$ cat src/rtl/switch_debouncer.sv
// Debounces 16 board switches with a shared tick prescaler and per-bit stability
// counters; reports debounced changes as a one-cycle pulse and a level IRQ.
module switch_debouncer #(
  parameter int TICK_DIV     = 100000,
  parameter int STABLE_COUNT = 10
) (
  input  logic        CLK,
  input  logic        RESET,
  input  logic [15:0] SW_RAW,
  input  logic        IRQ_ACK,
  output logic [7:0]  SWH,
  output logic [7:0]  SWL,
  output logic        SW_CHANGED,
  output logic        IRQ_RAISE
);

  localparam int              PW        = (TICK_DIV > 1) ? $clog2(TICK_DIV) : 1;
  localparam logic [PW-1:0]   TICK_LAST = PW'(TICK_DIV - 1);
  localparam logic [3:0]      RUN_LAST  = 4'(STABLE_COUNT - 1);

  logic [15:0]   sync_p0;
  logic [15:0]   sync_p1;
  logic [PW-1:0] presc;
  logic          tick;
  logic [3:0]    run_cnt [16];
  logic [3:0]    run_nxt [16];
  logic [15:0]   deb;
  logic [15:0]   deb_nxt;
  logic [15:0]   accept;

  assign tick = (presc == TICK_LAST);

  // Stage p1 -> debounce decision: runs of differing ticks promote the synced level
  always_comb begin
    deb_nxt = deb;
    accept  = '0;
    for (int i = 0; i < 16; i++) begin
      run_nxt[i] = run_cnt[i];
      if (tick) begin
        if (sync_p1[i] == deb[i]) begin
          run_nxt[i] = '0;
        end else if (run_cnt[i] == RUN_LAST) begin
          deb_nxt[i] = sync_p1[i];
          accept[i]  = 1'b1;
          run_nxt[i] = '0;
        end else begin
          run_nxt[i] = run_cnt[i] + 4'd1;
        end
      end
    end
  end

  always_ff @(posedge CLK) begin
    if (RESET) begin
      sync_p0    <= '0;
      sync_p1    <= '0;
      presc      <= '0;
      deb        <= '0;
      SW_CHANGED <= 1'b0;
      IRQ_RAISE  <= 1'b0;
      for (int i = 0; i < 16; i++) run_cnt[i] <= '0;
    end else begin
      sync_p0    <= SW_RAW;
      sync_p1    <= sync_p0;
      presc      <= tick ? '0 : presc + PW'(1);
      deb        <= deb_nxt;
      SW_CHANGED <= |accept;
      // A new change wins over a coincident acknowledge
      IRQ_RAISE  <= SW_CHANGED | (IRQ_RAISE & ~IRQ_ACK);
      for (int i = 0; i < 16; i++) run_cnt[i] <= run_nxt[i];
    end
  end

  assign SWH = deb[15:8];
  assign SWL = deb[7:0];

endmodule

$ cat config.mk
export PLATFORM = sky130hd
export DESIGN_NAME = switch_debouncer
export DESIGN_NICKNAME = d
export VERILOG_FILES = /design/src/rtl/switch_debouncer.sv
export SDC_FILE = /design/constraint.sdc
export NUM_CORES = 1
export LEC_CHECK = 0
export BUFFER_PORTS_ARGS = -buffer_cell sky130_fd_sc_hd__buf_2
export CAP_MARGIN = 20
export CORE_ASPECT_RATIO = 1.1
export CORE_UTILIZATION = 66
export DETAILED_ROUTE_END_ITERATION = 8
export PLACE_DENSITY = 0.88
export SYNTH_ARGS = -nofsm -noshare
export SYNTH_HDL_FRONTEND = slang
export SYNTH_SLANG_ARGS = --single-unit
export TNS_END_PERCENT = 30
$ cat constraint.sdc
create_clock -name CLK -period 5.8 [get_ports CLK]
set_input_delay 0.87 -clock CLK [delete_from_list [all_inputs] [get_ports CLK]]
set_output_delay 0.87 -clock CLK [all_outputs]
set_load 0.02 [all_outputs]
==> results.md, run 1 <==
* Fin crit period at slightly below 3 ns
* Warnings, synthesis at 0
* DRT iter0 DRCs at approximately 480
* Tightest Hold Check Type: flop to flop
* CP required at 6.19 ns
* Primary FF master, synth: dfxtp_1
* Clk_lat worst skew at approximately 0.53 ns
* Post CTS Setup Buffer Count at 0
* Unrepaired setup endpoints after global routing: false
* Post-synthesis net count at just under 800
* CP Launch Type: flop
* Die H at about 110 microns
* Leakage power at approximately 2.5 nW
* Rows at 37
* Gp weighted congestion at approximately 0.89
* Cts bufs inserted at 17
* H-tree Lvls at 4
* Antenna Violating Nets Remaining at 0
* # resized after CTS at 0
* Crit Path Max Fanout at 73
* CTS tree: built
* Final setup TNS at 0 ns
* DRC Markers at 0
* Gr ovfl total at 0
* Worst R2R Setup Slack at a little under 3 ns
* Core area at around 9400 sq um
* Cell area after layout at around 7200 sq um
* Total power draw at about 2.1 mW
* Final period util at 49.9%
* Worst slew margin at roughly two fifths
* Final Skew at 0.00735 ns
* Clock root cell: clkbuf_8
* Worst-Margin Slew at slightly above 0.9 ns
* P per Cell Area at ~290 nW/um^2
* First-pass GRT wire length at around 26 mm
* Area delta synth->final at 12.2%
* Vias/cell at 6.55
* Status: completed
* CP endpoint kind: flop
* Async set-reset flop share out of synthesis at 0%
* Synthesized area per cell at approximately 8.7 sq um
* Maximum vdd ir drop at between 0.15 and 0.2 mV
* FF/Latch Area at approximately 2600 sq um
* Mapped cell area at between 6000 and 7000 sq um
* Fmax at ~350 MHz
* Post-synthesis register bit count at ~130
* Placed cell areas at approximately 6500 sq um
* Clock sinks at around 130
* Netlist cell types at 38
* Io pins at 37
* Commonest non-fill, non-tap cells in the layout: dfxtp_1 (131), a21oi_1 (76), nor2_1 (49), nor2b_1 (48), o31ai_1 (47)
* Register area share after synthesis at about two fifths
* Vias in the first global route at 5,503
* Initial antenna violation count at 0
* CTS hold repair buffers at 0
* Max-cap violations at 0
* Layout cell share with drive strength beyond 1 at between 10% and 20%
* Per-cell routed wire length at 17.6 microns
* Initial DRT Pass Iterations at 5
* Hold violation total from the final report at 0
* Routed WL at between 15 and 20 mm
* Fillers at ~640
* Reg clk slew, reported paths at 0.06 ns
* Final core utilization at between 70% and 80%
* Multi-input gate area at around 3500 sq um
* Starting density of the core at about 70%
* Die ar. at ~10,000 sq um
* Final setup viols at 0
* ANT cells at 0
* CP Class: flop to flop
* Post-DP HPWL at approximately 9.4 mm
* Synth Instances at 732
* Commonest non-fill, non-tap cell in the layout: dfxtp_1
* Total GRT Usage at around 32%
* Port Buffers at 36
* Vias at 5,738
* Chip Width at 95.7 microns
* NumNets Final at approximately 800
* Max-slew violations at 0
* Pre-CTS setup slack at slightly above 3 ns
* Final worst setup slack at 2.91 ns
* Worst EP arrival at 3.28 ns
* CTS max path bufs at 2
* Largest net degree at the start of global routing at 74
* Number of flops mapped to enable cells by yosys at 0
==> cells in the mapped netlist (13+ instances only) <==
| library cell | instances | share of area (%) |
|---|---|---|
| nor3_1 | 16 | 1.3 |
| nand3b_1 | 20 | 2.4 |
| and3b_1 | 14 | 1.9 |
| nand3_1 | 36 | 2.8 |
| nand2_1 | 39 | 2.3 |
| ha_1 | 29 | 5.7 |
| xnor2_1 | 21 | 2.9 |
| or4_1 | 29 | 3.4 |
| clkbuf_1 | 32 | 1.9 |
| nor2b_1 | 49 | 4.8 |
| a21oi_1 | 76 | 6.0 |
| dfxtp_1 | 131 | 41 |
| nor2_1 | 49 | 2.9 |
| o31ai_1 | 47 | 5.5 |
| a311oi_1 | 13 | 1.8 |
| inv_1 | 21 | 1.2 |
| nand4_1 | 34 | 3.3 |
==> worst paths after layout <==
kind,end,start,cells past startpoint
setup / recovery,presc[6]$_SDFF_PP0_,presc[0]$_SDFF_PP0_,5
setup reg to reg,presc[6]$_SDFF_PP0_,presc[0]$_SDFF_PP0_,5
hold / removal,sync_p1[8]$_SDFF_PP0_,sync_p0[8]$_SDFF_PP0_,1
hold reg to reg,sync_p1[8]$_SDFF_PP0_,sync_p0[8]$_SDFF_PP0_,1
==> registers in the layout, summed over array words and instances, names as in the netlist <==
register and count:
IRQ_RAISE 1, presc 17, deb 16, sync_p1 16
SW_CHANGED 1, run_cnt 64, sync_p0 16
==> metrics by stage <==
stage,hold slack (ns),std cells
3_5_place_dp,0.424,845
3_3_place_gp,0.417,845
6_report,0.436,876
5_1_grt,0.458,876
4_1_cts,0.438,876
2_1_floorplan,0.414,732
==> cells by family (layout without fill, tap and decap cells) <==
family | after synthesis | after routing | share of synthesized area (%)
AO/OA/AOI/OAI | 164 | 164 | 16.1
XOR/XNOR | 28 | 28 | 3.84
adder cells (fa/ha/maj) | 29 | 29 | 5.69
buffers and inverters | 66 | 93 | 4.39
flip-flops | 131 | 131 | 41.1
AND/OR/NAND/NOR | 314 | 314 | 28.9
==> per-layer routing <==
metal  vias up  wire [microns]  track usage, %
li1       2728               -               -
met1      2770            6290            39.9
met2       208            7950            54.8
met3        32             892            6.62
met4         0             307            12.9
met5         -               0               0
==> layout make-up <==
type | instances | share of cell area, %
Clock buffer | 18 | 5.98
Clock inverter | 13 | 2.59
Inverter | 21 | 1.10
Multi-Input combinational cell | 535 | 48.6
Sequential cell | 131 | 36.6
Tap cell | 117 | 2.04
Timing Repair Buffer | 41 | 3.08
==> worst max-delay path: stages (launching register included) <==
cell,delay (ns)
dfxtp_1,0.41
ha_1,0.26
and4_1,0.36
nand4_4,0.74
nand2b_1,0.81
nor2_1,0.13
==> power by group <==
part | switching, mW | internal (mW)
Sequential | 0.00691 | 0.912
Clock | 0.402 | 0.706
Combinational | 0.0327 | 0.0190
No activity file was read; power rests on OpenSTA's default activity.
==> run 2: changes to the inputs <==
Settings changed: ABC_AREA from default to 1, CORE_UTILIZATION 66 to 55, PLACE_DENSITY 0.88 to 0.79.
Clock period 5.8 ns to 2.4 ns, I/O delays scaled along.
==> results.md, run 2 <==
* Commonest non-fill, non-tap cells in the layout: nand2_1 (251), dfxtp_1 (131), nor2_1 (111), inv_1 (103), nand3_1 (68)
* Max reg flops at 64 (unchanged)
* CP Launch Type: flop
* Final setup viols at 0 (unchanged)
* Final period util at 82.3% (+32 points)
* Clk_lat worst skew at 0.41 ns (-0.12 ns)
* Fillers at 917 (+44%)
* Post-synthesis register bit count at 131 (unchanged)
* Worst EP arrival at 2.33 ns (-0.95 ns)
* Clock sinks at 131 (unchanged)
* Max stage delay on crit path at 0.70 ns (-0.11 ns)
* ANT cells at 0 (unchanged)
* Io pins at 37 (unchanged)
* CP endpoint kind: flop
* Leakage power at 3.17 nW (+26%)
* Port Buffers at 36 (unchanged)
* CTS max path bufs at 2 (unchanged)
* Area delta synth->final at 13.7%
* Clock root cell: clkbuf_16
* Cell taking the most area after synthesis: dfxtp_1
* Netlist cell types at 25 (-34%)
* Antenna Violating Nets Remaining at 0 (unchanged)
* Warnings, synthesis at 0 (unchanged)
* Worst slew margin at 33.1% (-5.8 points)
* Placed Cells at 1,014 (+20%)
* First-pass GRT wire length at 20.4 mm (-20%)
* Max-slew violations at 0 (unchanged)
* CTS tree: built
* Vias/cell at 4.93 (-25%)
* Final core utilization at 65.4% (-11 points)
* Post-synthesis net count at 900 (+15%)
* Mapped cell area at 6090 sq um (-4.5%)
* Synth Instances at 852 (+16%)
* Placed cell areas at 6360 sq um (-2.9%)
* Chip Width at 102 microns (+6.9%)
* Biggest regs: run_cnt: 64 flops, presc: 17 flops
* Status: completed
* Worst-Margin Slew at 1.00 ns (+0.0882 ns)
* Initial antenna violation count at 0 (unchanged)
* Layout cell share with drive strength beyond 1 at 9.21% (-1.1 points)
* Final setup TNS at 0 ns (unchanged)
* P per Cell Area at 697 nW/um^2 (+140%)
* Final Skew at 0.00743 ns (+0.0000756 ns)
* Cell area after layout at 6930 sq um (-3.3%)
* Gr ovfl total at 0 (unchanged)
* Post-synth top cells: nand2_1 (251), dfxtp_1 (131), nor2_1 (111)
* Die H at 112 microns (+6.9%)
* Primary FF master, synth: dfxtp_1
* Rows at 39 (+5.4%)
* Unrepaired setup endpoints after global routing: false
* Hold violation total from the final report at 0 (unchanged)
* Total GRT Usage at 22.5% (-10 points)
* Per-cell routed wire length at 11.3 microns (-36%)
* Register area share after synthesis at 43.1% (+1.9 points)
* WHS at 0.141 ns (-0.295 ns)
* Crit path buf inv count at 1 (+1)
* Most common cell in the netlist: nand2_1
* Routed WL at 11.8 mm (-24%)
* Fmax at 507 MHz (+47%)
* Cts bufs inserted at 17 (unchanged)
* Largest net degree at the start of global routing at 60 (-19%)
* Core area at 10,600 sq um (+13%)
* Fin crit period at 1.97 ns (-0.920 ns)
* Number of flops mapped to enable cells by yosys at 0 (unchanged)
* Die ar. at 11,500 sq um (+14%)
* Reg clk slew, reported paths at 0.06 ns (about the same)
* CP required at 2.75 ns (-3.44 ns)
* Total power draw at 4.82 mW (+130%)
* Leading cell types by total area after synthesis: dfxtp_1 (43%), nand2_1 (15%), nor2_1 (6.8%), inv_1 (6.3%), ha_1 (6.0%)
* # resized after CTS at 0 (unchanged)
* Tightest Hold Check Type: primary input to flop
* Worst-path cell chain: ha_1 -> nand2_1 -> nor2_2 -> nand3_2 -> nand2_2 -> inv_2 -> nand2_1 -> nand2_1
* Max-cap violations at 0 (unchanged)
* Starting density of the core at 57.5% (-11 points)
* DRT iter0 DRCs at 225 (-53%)
* Post-DP HPWL at 7.50 mm (-20%)
* Post CTS Setup Buffer Count at 0 (unchanged)
* CP dominant cell by count: nand2_1
* Pre-CTS setup slack at 0.483 ns (-2.54 ns)
* CTS hold repair buffers at 0 (unchanged)
* Final cell count without fillers at 1,044 (+19%)
* Area share of the largest cell type after synthesis at 43.1% (+1.9 points)
* H-tree Lvls at 4 (unchanged)
* Async set-reset flop share out of synthesis at 0% (unchanged)
* Crit path max-delay cell type: inv_2
* Most flops, register: run_cnt
* Synthesized area per cell at 7.15 sq um (-18%)
* Crit Path Max Fanout at 59 (-19%)
* Gp weighted congestion at 0.786 (-12%)
* Critical path's top delay family: buffers and inverters
* Initial DRT Pass Iterations at 5 (unchanged)
* Maximum vdd ir drop at 0.397 mV (+100%)
* Vias at 5,145 (-10%)
* Final worst setup slack at 0.426 ns (-2.48 ns)
* CP Class: flop to flop
* NumNets Final at 938 (+18%)
* DRC Markers at 0 (unchanged)
* Commonest non-fill, non-tap cell in the layout: nand2_1
* Vias in the first global route at 4,831 (-12%)
## run 2: routing by layer
| metal | vias to the layer above | global-route usage, % | routed length, microns |
|---|---|---|---|
| met5 | - | 0 | 0 |
| met4 | 0 | 11.1 | 312 |
| li1 | 2710 | - | - |
| met3 | 28 | 5.48 | 356 |
| met2 | 95 | 36.6 | 5510 |
| met1 | 2312 | 27.5 | 5630 |
## run 2: layout make-up
type	instances	area [sq um]	share of cell area, %
clock buffers	20	457	6.59
clock inverters	10	110	1.59
inverters	104	390	5.64
multi-input cells	594	2940	42.5
flip-flops and latches	131	2620	37.9
well taps	143	179	2.58
repair buffers	42	225	3.25
## run 2: logic make-up (layout without fill, tap and decap cells)
logic type / count (synthesis) / after routing / share of synthesized area, %
compound gates: 62 / 62 / 5.09
xor+xnor: 34 / 34 / 4.89
flops: 131 / 131 / 43.1
buf+inv: 127 / 176 / 8.65
simple gates: 469 / 469 / 32.4
fa+ha+maj: 29 / 29 / 5.96
## run 2: worst min-delay path, cell delays in order
cell and delay (ns):
buf_2 0.07, inv_1 0.03, nor2_1 0.06
## run 2: report_power, final
part | switching (mW) | internal, mW | leakage, nW
Sequential | 0.0120 | 2.21 | 1.06
Clock | 0.919 | 1.56 | 0.270
Combinational | 0.0863 | 0.0412 | 1.84
## run 2: worst paths after layout
path / from / to / slack, ns / cells after the start
worst min-delay path: SW_RAW[9] / sync_p0[9]$_SDFF_PP0_ / 0.14 / 3
worst max register to register: presc[0]$_SDFF_PP0_ / run_cnt[1][22]$_SDFFE_PP0P_ / 0.43 / 8
worst max-delay path: presc[0]$_SDFF_PP0_ / run_cnt[1][22]$_SDFFE_PP0P_ / 0.43 / 8
worst min register to register: sync_p0[13]$_SDFF_PP0_ / sync_p1[13]$_SDFF_PP0_ / 0.40 / 2
==> run 3: changes to the inputs <==
Settings changed: CORE_UTILIZATION 55 to 61, PLACE_DENSITY 0.79 to 0.83.
Clock period 2.4 ns to 1.95 ns, I/O delays scaled along.
==> results.md, run 3 (synthesis gave the netlist of run 2 again) <==
* Reg clk slew, reported paths at 0.06 ns (about the same)
* Layout cell share with drive strength beyond 1 at 9.43% (+0.21 points)
* Die H at 107 microns (-5.0%)
* Worst slew margin at 70.6% (+38 points)
* Gr ovfl total at 0 (unchanged)
* Worst EP arrival at 2.12 ns (-0.21 ns)
* Max reg flops at 64 (unchanged)
* CP Class: flop to flop
* Chip Width at 97.3 microns (-4.9%)
* Vias in the first global route at 5,230 (+8.3%)
* Total power draw at 6.09 mW (+26%)
* Die ar. at 10,400 sq um (-9.7%)
* Total GRT Usage at 26.0% (+3.5 points)
* Clk_lat worst skew at 0.53 ns (+0.12 ns)
* Final Skew at 0.00511 ns (-0.00232 ns)
* CP endpoint kind: flop
* NumNets Final at 958 (+2.1%)
* Io pins at 37 (unchanged)
* Clock sinks at 131 (unchanged)
* Final core utilization at 74.7% (+9.3 points)
* Worst-Margin Slew at 0.441 ns (-0.563 ns)
* Final setup viols at 0 (unchanged)
* First-pass GRT wire length at 22.0 mm (+7.6%)
* Hold violation total from the final report at 0 (unchanged)
* Most flops, register: run_cnt
* CTS tree: built
* CP Launch Type: flop
* CP required at 2.37 ns (-0.38 ns)
* DRC Markers at 0 (unchanged)
* Placed Cells at 992 (-2.2%)
* Commonest non-fill, non-tap cell in the layout: nand2_1
* Pre-CTS setup slack at 0.270 ns (-0.213 ns)
* Leakage power at 3.28 nW (+3.4%)
* Gp weighted congestion at 0.857 (+9.0%)
* Final cell count without fillers at 1,040 (-0.38%)
* Per-cell routed wire length at 12.5 microns (+11%)
* Status: completed
* Fin crit period at 1.71 ns (-0.269 ns)
* Final period util at 87.5% (+5.2 points)
* Port Buffers at 36 (unchanged)
* CTS max path bufs at 2 (unchanged)
* Post CTS Setup Buffer Count at 0 (unchanged)
* Max-cap violations at 0 (unchanged)
* Post-DP HPWL at 8.39 mm (+12%)
* Final setup TNS at 0 ns (unchanged)
* Starting density of the core at 63.9% (+6.3 points)
* DRT iter0 DRCs at 333 (+48%)
* Antenna Violating Nets Remaining at 0 (unchanged)
* Initial antenna violation count at 0 (unchanged)
* P per Cell Area at 856 nW/um^2 (+23%)
* Fillers at 702 (-23%)
* Biggest regs: run_cnt: 64 flops, presc: 17 flops
* Rows at 37 (-5.1%)
* Final worst setup slack at 0.245 ns (-0.181 ns)
* Vias/cell at 5.22 (+6.0%)
* Initial DRT Pass Iterations at 6 (+1)
* Cts bufs inserted at 17 (unchanged)
* Crit Path Max Fanout at 28 (-53%)
* Clock root cell: clkbuf_8
* Max-slew violations at 0 (unchanged)
* Fmax at 586 MHz (+16%)
* Core area at 9540 sq um (-9.9%)
* Area delta synth->final at 16.9%
* Commonest non-fill, non-tap cells in the layout: nand2_1 (251), dfxtp_1 (131), nor2_1 (111), inv_1 (103), nand3_1 (68)
* Vias at 5,433 (+5.6%)
* Maximum vdd ir drop at 0.495 mV (+25%)
* Unrepaired setup endpoints after global routing: false
* H-tree Lvls at 4 (unchanged)
* Tightest Hold Check Type: primary input to flop
* Routed WL at 13.0 mm (+10%)
* Largest net degree at the start of global routing at 36 (-40%)
* ANT cells at 0 (unchanged)
==> run 3: worst max-delay path: stages, from the launching register on <==
cell	delay, ns
dfxtp_1	0.35
ha_1	0.17
nand2_1	0.08
nor2_2	0.18
nand2_1	0.10
nor2_2	0.11
buf_4	0.31
nand3_1	0.13
nand2_1	0.10
nor2_1	0.05
==> run 3: area by class of cell <==
cell class                 instances  area (sq um)  area share [%]
tap                              117           146            2.06
clock buffer                      23           467            6.55
clock inverter                     9           128            1.79
sequential                       131          2620            36.8
multi-input combinational        594          2940            41.3
timing repair buffer              62           428            6.01
inverter                         104           390            5.48
==> run 3: where the power goes <==
part           switching (mW)  leakage, nW  internal, mW  total [mW]
registers              0.0151         1.06          2.71        2.73
logic                   0.115         1.93        0.0769       0.192
clock network            1.13        0.284          2.04        3.17
==> run 3: worst paths after layout <==
check / slack (ns) / cells after the start / startpoint / endpoint
worst max-delay path: 0.24 / 9 / presc[0]$_SDFF_PP0_ / deb[8]$_SDFFE_PP0P_
worst min-delay path: 0.06 / 4 / IRQ_ACK / IRQ_RAISE$_SDFF_PP0_
worst max register to register: 0.24 / 9 / presc[0]$_SDFF_PP0_ / deb[8]$_SDFFE_PP0P_
worst min register to register: 0.40 / 2 / sync_p0[10]$_SDFF_PP0_ / sync_p1[10]$_SDFF_PP0_
==> run 3: metrics by stage <==
step / hold WS, ns / instance area (sq um)
global route: 0.0962 / 7120
floorplan: 0.388 / 6090
finish: 0.0618 / 7120
CTS: 0.0587 / 7120
global placement: 0.391 / 6370
detailed placement: 0.396 / 6370
==> run 3: layer usage <==
layer / vias up / global-route usage (%) / routed length [microns]
li1: 2761 / - / -
met1: 2471 / 28.6 / 5540
met2: 166 / 47.2 / 6450
met3: 35 / 6.26 / 699
met4: 0 / 12.5 / 323
met5: - / 0 / 0
==> run 3: what timing repair did <==
| action | 4_1_cts | 5_1_grt |
|---|---|---|
| gates resized for setup | 0 | 0 |
| hold buffers | 16 | 0 |
| hold endpoints to repair | 16 | 0 |
